<file path="config.mk">
export PLATFORM = sky130hd
export DESIGN_NAME = fetch_queue
export DESIGN_NICKNAME = d
export VERILOG_FILES = /design/src/rtl/fetch_queue.sv
export SDC_FILE = /design/constraint.sdc
export NUM_CORES = 1
export LEC_CHECK = 0
export CELL_PAD_IN_SITES_DETAIL_PLACEMENT = 0
export CELL_PAD_IN_SITES_GLOBAL_PLACEMENT = 2
export CORE_UTILIZATION = 40
export CTS_BUF_LIST = sky130_fd_sc_hd__clkbuf_8
export DETAILED_ROUTE_END_ITERATION = 16
export GPL_TIMING_DRIVEN = 0
export PLACE_DENSITY = 0.95
export SYNTH_ARGS = -nofsm -noshare
export SYNTH_HDL_FRONTEND = slang
export SYNTH_SLANG_ARGS = --single-unit
</file>
<file path="constraint.sdc">
create_clock -name CLK -period 5.2 [get_ports CLK]
set_input_delay 1.3 -clock CLK [delete_from_list [all_inputs] [get_ports CLK]]
set_output_delay 1.3 -clock CLK [all_outputs]
set_load 0.03 [all_outputs]
</file>
<file path="src/rtl/fetch_queue.sv">
// Instruction fetch: owns the PC, issues imem req/ack reads, buffers returns in a DEPTH-entry FIFO.
// Define FETCH_BYPASS_EN to forward an acked word straight to out_* when the FIFO is empty.
module fetch_queue #(
  parameter int unsigned     PC_W     = 16,
  parameter int unsigned     INSTR_W  = 16,
  parameter int unsigned     DEPTH    = 2,
  parameter logic [PC_W-1:0] RESET_PC = '0
) (
  input  logic               CLK,
  input  logic               reset,
  output logic               imem_req,
  output logic [PC_W-1:0]    imem_addr,
  input  logic               imem_ack,
  input  logic [INSTR_W-1:0] imem_rdata,
  input  logic               redirect,
  input  logic [PC_W-1:0]    redirect_pc,
  input  logic               stall,
  output logic               out_valid,
  output logic [INSTR_W-1:0] out_instr,
  output logic [PC_W-1:0]    out_pc,
  output logic [2:0]         opcode,
  output logic [3:0]         func
);

  localparam int unsigned AW = $clog2(DEPTH);
  localparam int unsigned CW = AW + 1;
  localparam logic [CW-1:0] FULL = CW'(DEPTH);

  localparam logic [1:0] IDLE  = 2'd0;
  localparam logic [1:0] RUN   = 2'd1;
  localparam logic [1:0] DRAIN = 2'd2;

  logic [1:0]         state_q, state_d;
  logic [PC_W-1:0]    fetch_pc_q, fetch_pc_d;
  logic [PC_W-1:0]    drain_pc_q, drain_pc_d;
  logic [PC_W-1:0]    pc_mem [DEPTH];
  logic [INSTR_W-1:0] instr_mem [DEPTH];
  logic [AW-1:0]      wr_ptr_q, rd_ptr_q;
  logic [CW-1:0]      count_q;
  logic               fire, run_ack, push, pop, bypass;

  // A single request in flight at a time, so a non-full FIFO is enough to issue.
  always_comb begin
    imem_req = 1'b0;
    unique case (state_q)
      RUN:     imem_req = (count_q < FULL);
      DRAIN:   imem_req = 1'b1;
      default: imem_req = 1'b0;
    endcase
  end

  assign imem_addr = (state_q == DRAIN) ? drain_pc_q : fetch_pc_q;
  assign fire      = imem_req & imem_ack;
  assign run_ack   = (state_q == RUN) & fire;

`ifdef FETCH_BYPASS_EN
  assign bypass = (count_q == '0) & run_ack & ~redirect;
`else
  assign bypass = 1'b0;
`endif

  assign pop  = (count_q != '0) & ~stall & ~redirect;
  assign push = run_ack & ~redirect & ~(bypass & ~stall);

  always_comb begin
    state_d    = state_q;
    fetch_pc_d = fetch_pc_q;
    drain_pc_d = drain_pc_q;
    unique case (state_q)
      IDLE: state_d = RUN;
      RUN: begin
        // Redirect with the read still pending: keep the old address on the bus until it acks.
        if (redirect && imem_req && !imem_ack) begin
          state_d    = DRAIN;
          drain_pc_d = fetch_pc_q;
        end
      end
      DRAIN:   if (imem_ack) state_d = RUN;
      default: state_d = IDLE;
    endcase
    if (redirect) begin
      fetch_pc_d = redirect_pc;
    end else if (run_ack) begin
      fetch_pc_d = fetch_pc_q + PC_W'(1);
    end
  end

  always_ff @(posedge CLK or negedge reset) begin
    if (!reset) begin
      state_q    <= IDLE;
      fetch_pc_q <= RESET_PC;
      drain_pc_q <= RESET_PC;
    end else begin
      state_q    <= state_d;
      fetch_pc_q <= fetch_pc_d;
      drain_pc_q <= drain_pc_d;
    end
  end

  always_ff @(posedge CLK or negedge reset) begin
    if (!reset) begin
      wr_ptr_q <= '0;
      rd_ptr_q <= '0;
      count_q  <= '0;
      for (int i = 0; i < int'(DEPTH); i++) begin
        pc_mem[i]    <= '0;
        instr_mem[i] <= '0;
      end
    end else if (redirect) begin
      wr_ptr_q <= '0;
      rd_ptr_q <= '0;
      count_q  <= '0;
    end else begin
      if (push) begin
        pc_mem[wr_ptr_q]    <= fetch_pc_q;
        instr_mem[wr_ptr_q] <= imem_rdata;
        wr_ptr_q            <= wr_ptr_q + 1'b1;
      end
      if (pop) begin
        rd_ptr_q <= rd_ptr_q + 1'b1;
      end
      if (push && !pop) begin
        count_q <= count_q + 1'b1;
      end else if (pop && !push) begin
        count_q <= count_q - 1'b1;
      end
    end
  end

  always_comb begin
    out_valid = (count_q != '0);
    out_instr = instr_mem[rd_ptr_q];
    out_pc    = pc_mem[rd_ptr_q];
`ifdef FETCH_BYPASS_EN
    if (bypass) begin
      out_valid = 1'b1;
      out_instr = imem_rdata;
      out_pc    = fetch_pc_q;
    end
`endif
  end

  assign opcode = out_instr[15:13];
  assign func   = out_instr[3:0];

endmodule

</file>
== Yosys cells after proc, flatten, opt, wreduce, memory -nomap -nowiden ==
Cells that the tools add are included.
W data, S select, Z words.
Cells by class
  $add $sub $neg: 5
  magnitude comparators: 4
  equal/unequal tests: 4
  muxes and demuxes: 24
  bitwise operators: 9
  reduce and logical (&&, ||, !) cells: 17
Operator list (number)
  $mux W16: 10
  $bwmux W32: 2
  $add A16 B1 Y16 const B: 1
  $demux W16 S1: 1
  $mux W2: 5
  $reduce_bool A2 Y1: 4
  $pmux W2 S3: 1
  $reduce_and A2 Y1: 3
  $and A1 B1 Y1: 5
  $logic_and A1 B1 Y1: 5
  $ge A2 B2 Y1 const B: 2
  $mux W1: 4
  $not A1 Y2: 2
  $logic_not A1 Y1: 3
  $reduce_bool A3 Y1: 1
  $add A1 B1 Y1 const B: 2
  $add A2 B1 Y2 const B: 1
  $eq A2 B1 Y1 const B: 1
  $eq A2 B2 Y1 const B: 1
  $logic_not A2 Y1: 1
  $lt A2 B1 Y1 const B: 1
  $lt A2 B2 Y1 const B: 1
  $ne A2 B1 Y1 const B: 1
  $ne A2 B2 Y1 const B: 1
  3 further kinds: 4
Word-level totals
  bits in registers: 102
  input port bits: 37
  output and inout port bits: 57

== Logic depth before layout (Yosys ltp) ==
  depth in word-level cells: 10
  gate-level depth with buffers: 10

== Worst setup path before layout ==
No wires, ideal clock.
  path type: reg-to-output
  start: reg state_q[0]
  end: out imem_addr[11]
  arrival time: 1.674 ns
  required time: 3.900 ns
  slack: 2.226 ns
  stages on the path, launching flop included: 6
  path buffers: 2
  path through: dfrtp_1 > inv_1 > ha_1 > buf_2 > clkbuf_1 > o21ai_0
On the way
  cells in the longest elaborated chain, start to end: 2
Ends and longest elaborated chain
  start: declaration: line 33  | logic [1:0] state_q, state_d;
  start signal: assignment: line 94  | state_q <= state_d;
  $eq A2 B2 Y1: line 52  | assign imem_addr = (state_q == DRAIN) ? drain_pc_q : fetch_pc_q;
  $mux W16: line 52
  end: declaration: line 12  | output logic [PC_W-1:0] imem_addr,
Every way passes these cells.

== Worst setup path in the final report ==
  start: reg state_q[0]
  end: out imem_addr[5]
The elaborated chain is that of the path after synthesis.

==> tab_implementation.tex <==
\begin{tabular}{lr}
\hline
Metric & Value \\
\hline
\multicolumn{2}{l}{\textbf{Timing}} \\
\quad Unrepaired setup endpoints after global routing & false \\
\quad Final Cycle Share & 0.792 \\
\quad Worst-margin pin slew & 0.781 ns \\
\quad Fin crit period & 4.12 ns \\
\quad Final Setup Violations & 0 \\
\quad Final hold violation count & 0 \\
\quad Normalized max-slew margin & 0.475 \\
\quad Worst slack on hold paths & 0.509 ns \\
\quad F\_max & 0.243 GHz \\
\quad Number of max-slew violations in the final report & 0 \\
\quad Worst Clk Skew & 0.00780 ns \\
\multicolumn{2}{l}{\textbf{Detailed routing}} \\
\quad Average routed wire per standard cell & 16.7 um \\
\quad WL final & 11,400 um \\
\quad Violation count after the first detailed-routing iteration & 220 \\
\quad Number of nets still failing antenna checks after routing & 0 \\
\quad Residual DRC count & 0 \\
\quad Vias & 3,414 \\
\quad First-pass DRT Iterations & 4 \\
\quad Vias per Instance & 5.01 \\
\multicolumn{2}{l}{\textbf{Pwr}} \\
\quad Internal power & 2.24 mW \\
\quad Power per Cell Area & 545 nW/um\^{}2 \\
\quad IR drop worst, VDD & 0.000179 V \\
\quad Switching power & 1.33 mW \\
\quad Total power & 3.56 mW \\
\quad Relative contribution of combinational cells to total power & 0.501 \\
\quad Switching power share of the total & 0.372 \\
\quad Part of the power in the clock network & 0.144 \\
\quad Sequential fraction of design power & 0.356 \\
\quad Leakage power of the design & 2.77 nW \\
\multicolumn{2}{l}{\textbf{Global route}} \\
\quad GR Overflow Total & 0 \\
\quad Antenna violations before repair & 0 \\
\quad Overall Global Routing Usage & 0.184 \\
\quad Wire length of the first global-routing pass & 18,400 um \\
\quad Largest net degree at the start of global routing & 64 \\
\quad Via count of the first global-routing pass & 3,576 \\
\multicolumn{2}{l}{\textbf{Worst hold path}} \\
\quad Type of the most critical hold path & flip-flop to flip-flop \\
\multicolumn{2}{l}{\textbf{Final layout}} \\
\quad Highest-count cells in the layout ignoring fill and taps & dfrtp\_1, mux2\_2, clkdlybuf4s50\_1 \\
\quad \# diodes & 0 \\
\quad Post-synthesis to final-layout area growth & 26.5\% \\
\quad Final \#Nets & 548 \\
\quad Most common cell after layout, fill and taps aside & dfrtp\_1 \\
\quad Fraction of layout instances using a drive strength above 1 & 0.339 \\
\quad Layout Cells excl Fill & 682 \\
\multicolumn{2}{l}{\textbf{Clock network}} \\
\quad Clock root cell & clkbuf\_8 \\
\quad CTS clk-pin slew, worst paths & 0.09 ns \\
\quad TritonCTS Buffers & 9 \\
\quad Post-CTS Resized & 0 \\
\quad Post-CTS repair timing setup buffer count & 0 \\
\quad Htree depth & 3 \\
\quad Post-cts hold buffer count & 0 \\
\quad Clk\_lat worst skew & 0.38 ns \\
\quad CTS sink cnt & 102 \\
\quad Maximum root-to-sink buffer count & 2 \\
\quad Clock tree from TritonCTS & built \\
\multicolumn{2}{l}{\textbf{Worst setup path}} \\
\quad Launching element type of the critical path & flip-flop \\
\quad Element type at the critical path end & output pin \\
\quad Top fanout value on the critical path & 10 \\
\quad WP data arrival & 2.82 ns \\
\quad Critical Setup Path Class & flip-flop to output pin \\
\quad Required time at the endpoint of the critical path & 3.90 ns \\
\multicolumn{2}{l}{\textbf{Synthesis}} \\
\quad Average cell area after synthesis & 12.9 sq um \\
\quad Top cell type by total area after synthesis & dfrtp\_1 \\
\quad Total standard cell area after synthesis & 5160 sq um \\
\quad Part of the Yosys area used for sequential elements & 0.494 \\
\quad Number of library cell types mapped by synthesis & 47 \\
\quad Number of enable-type register cells in the synthesized netlist & 0 \\
\quad Area share of the leading cell type in the synthesized netlist & 0.494 \\
\quad Yosys synthesis warning count & 0 \\
\quad Total of flip-flops plus latches after synthesis & 102 \\
\quad Mapped Cells & 400 \\
\quad Syn\_nets & 443 \\
\quad Top cells by area, synth & dfrtp\_1, mux2\_2, mux2\_4, o21ai\_0, xnor2\_1 \\
\quad Top flip-flop cell by instance count after synthesis & dfrtp\_1 \\
\quad Async set-reset flop share out of synthesis & 1.00 \\
\multicolumn{2}{l}{\textbf{Job}} \\
\quad Maxcap violations & 0 \\
\multicolumn{2}{l}{\textbf{Floorplanning}} \\
\quad Number of rows in the core area & 41 \\
\quad Die span in x & 116 um \\
\quad I/O Pins & 94 \\
\quad Y dimension of the die & 116 um \\
\quad Effective utilization at floorplan & 0.409 \\
\quad Core Region & 12,600 sq um \\
\quad Die outline area & 13,400 sq um \\
\multicolumn{2}{l}{\textbf{Place}} \\
\quad Cell count after placement & 666 \\
\quad Number of port buffers & 93 \\
\quad Placer's final routability congestion estimate & 0.766 \\
\quad Half-perimeter wire length after detailed placement & 8270 um \\
\multicolumn{2}{l}{\textbf{Run status}} \\
\quad Result of the run & completed \\
\hline
\end{tabular}
## worst paths after layout
check | start | slack, ns | end | depth (start not counted)
max reg2reg | state_q[0] | 2.86 | pc_mem[28] | 7
min | instr_mem[31] | 0.51 | instr_mem[31] | 1
min reg2reg | instr_mem[31] | 0.51 | instr_mem[31] | 1
max in group asynchronous | reset | 3.61 | drain_pc_q[10] | 2
min in group asynchronous | reset | 0.90 | instr_mem[15] | 1
max | state_q[0] | 1.08 | imem_addr[5] | 6
## routing by layer
metal,vias up,part of all wire,GRT usage
met5,-,0,0
met4,0,0.0087,0.0410
met3,7,0.049,0.0518
met2,81,0.49,0.310
met1,1707,0.45,0.237
li1,1619,-,-
## sequential cells by signal, indices dropped and copies added (netlist names)
signal,flops
count_q,2
drain_pc_q,16
pc_mem,32
fetch_pc_q,16
instr_mem,32
rd_ptr_q,1
state_q,2
wr_ptr_q,1
## logic make-up (layout without fill, tap and decap cells)
logic type / after synthesis / in the layout / synth area share
flip-flops: 102 / 102 / 0.494
multiplexers: 126 / 126 / 0.296
AO/OA/AOI/OAI: 36 / 36 / 0.0419
XOR/XNOR: 11 / 11 / 0.0187
buffers and inverters: 42 / 152 / 0.0487
AND/OR/NAND/NOR: 77 / 77 / 0.0860
adder cells (fa/ha/maj): 6 / 6 / 0.0145
## cell usage after synthesis (2+ instances only)
cell type,n
nand3_1,7
clkbuf_1,11
nand2_1,21
nand4_1,7
a21oi_1,3
ha_1,6
or3_1,2
nor2_1,11
nor4_1,4
mux2_4,30
a31oi_1,5
nor2b_1,7
buf_2,5
nor3_1,3
inv_1,8
o21ai_0,19
mux2i_1,2
buf_4,9
or4_1,2
mux2_2,94
buf_6,7
dfrtp_1,102
xnor2_1,10
nor3b_1,2
## critical path, stage by stage (launching register included)
cell and delay (ns):
dfrtp_1 0.43, inv_1 0.12, ha_1 0.14, buf_2 0.19, buf_1 0.53, mux2_2 0.43, clkdlybuf4s50_1 0.59
## power groups by stage
stage / combinational, mW / sequential, mW / clock (mW)
after CTS: 1.80 / 1.27 / 0.524
final: 1.78 / 1.27 / 0.511
after detailed placement: 1.80 / 1.28 / 0
after floorplan: 1.22 / 1.22 / 0
after global routing: 1.90 / 1.31 / 0.564
after global placement: 1.76 / 1.26 / 0
## stage by stage
stage / cell area [sq um] / util / setup slack [ns] / TNS [ns]
final: 6530 / 0.518 / 1.08 / 0
after floorplan: 5160 / - / 2.23 / 0
after global placement: 6310 / 0.500 / -0.952 / -96.23
after CTS: 6530 / 0.518 / 1.01 / 0
after detailed placement: 6340 / 0.502 / 1.44 / 0
after global routing: 6530 / 0.518 / 0.904 / 0
## area by class of cell
type | count | area (sq um)
Buffer | 34 | 221
Clock buffer | 9 | 124
Tap cell | 172 | 215
Timing Repair Buffer | 94 | 956
Fill cell | 1134 | 6090
Multi-Input combinational cell | 256 | 2360
Sequential cell | 102 | 2550
Clock inverter | 7 | 73.8
Inverter | 8 | 30.0
Power figures use the tool's default switching activity.
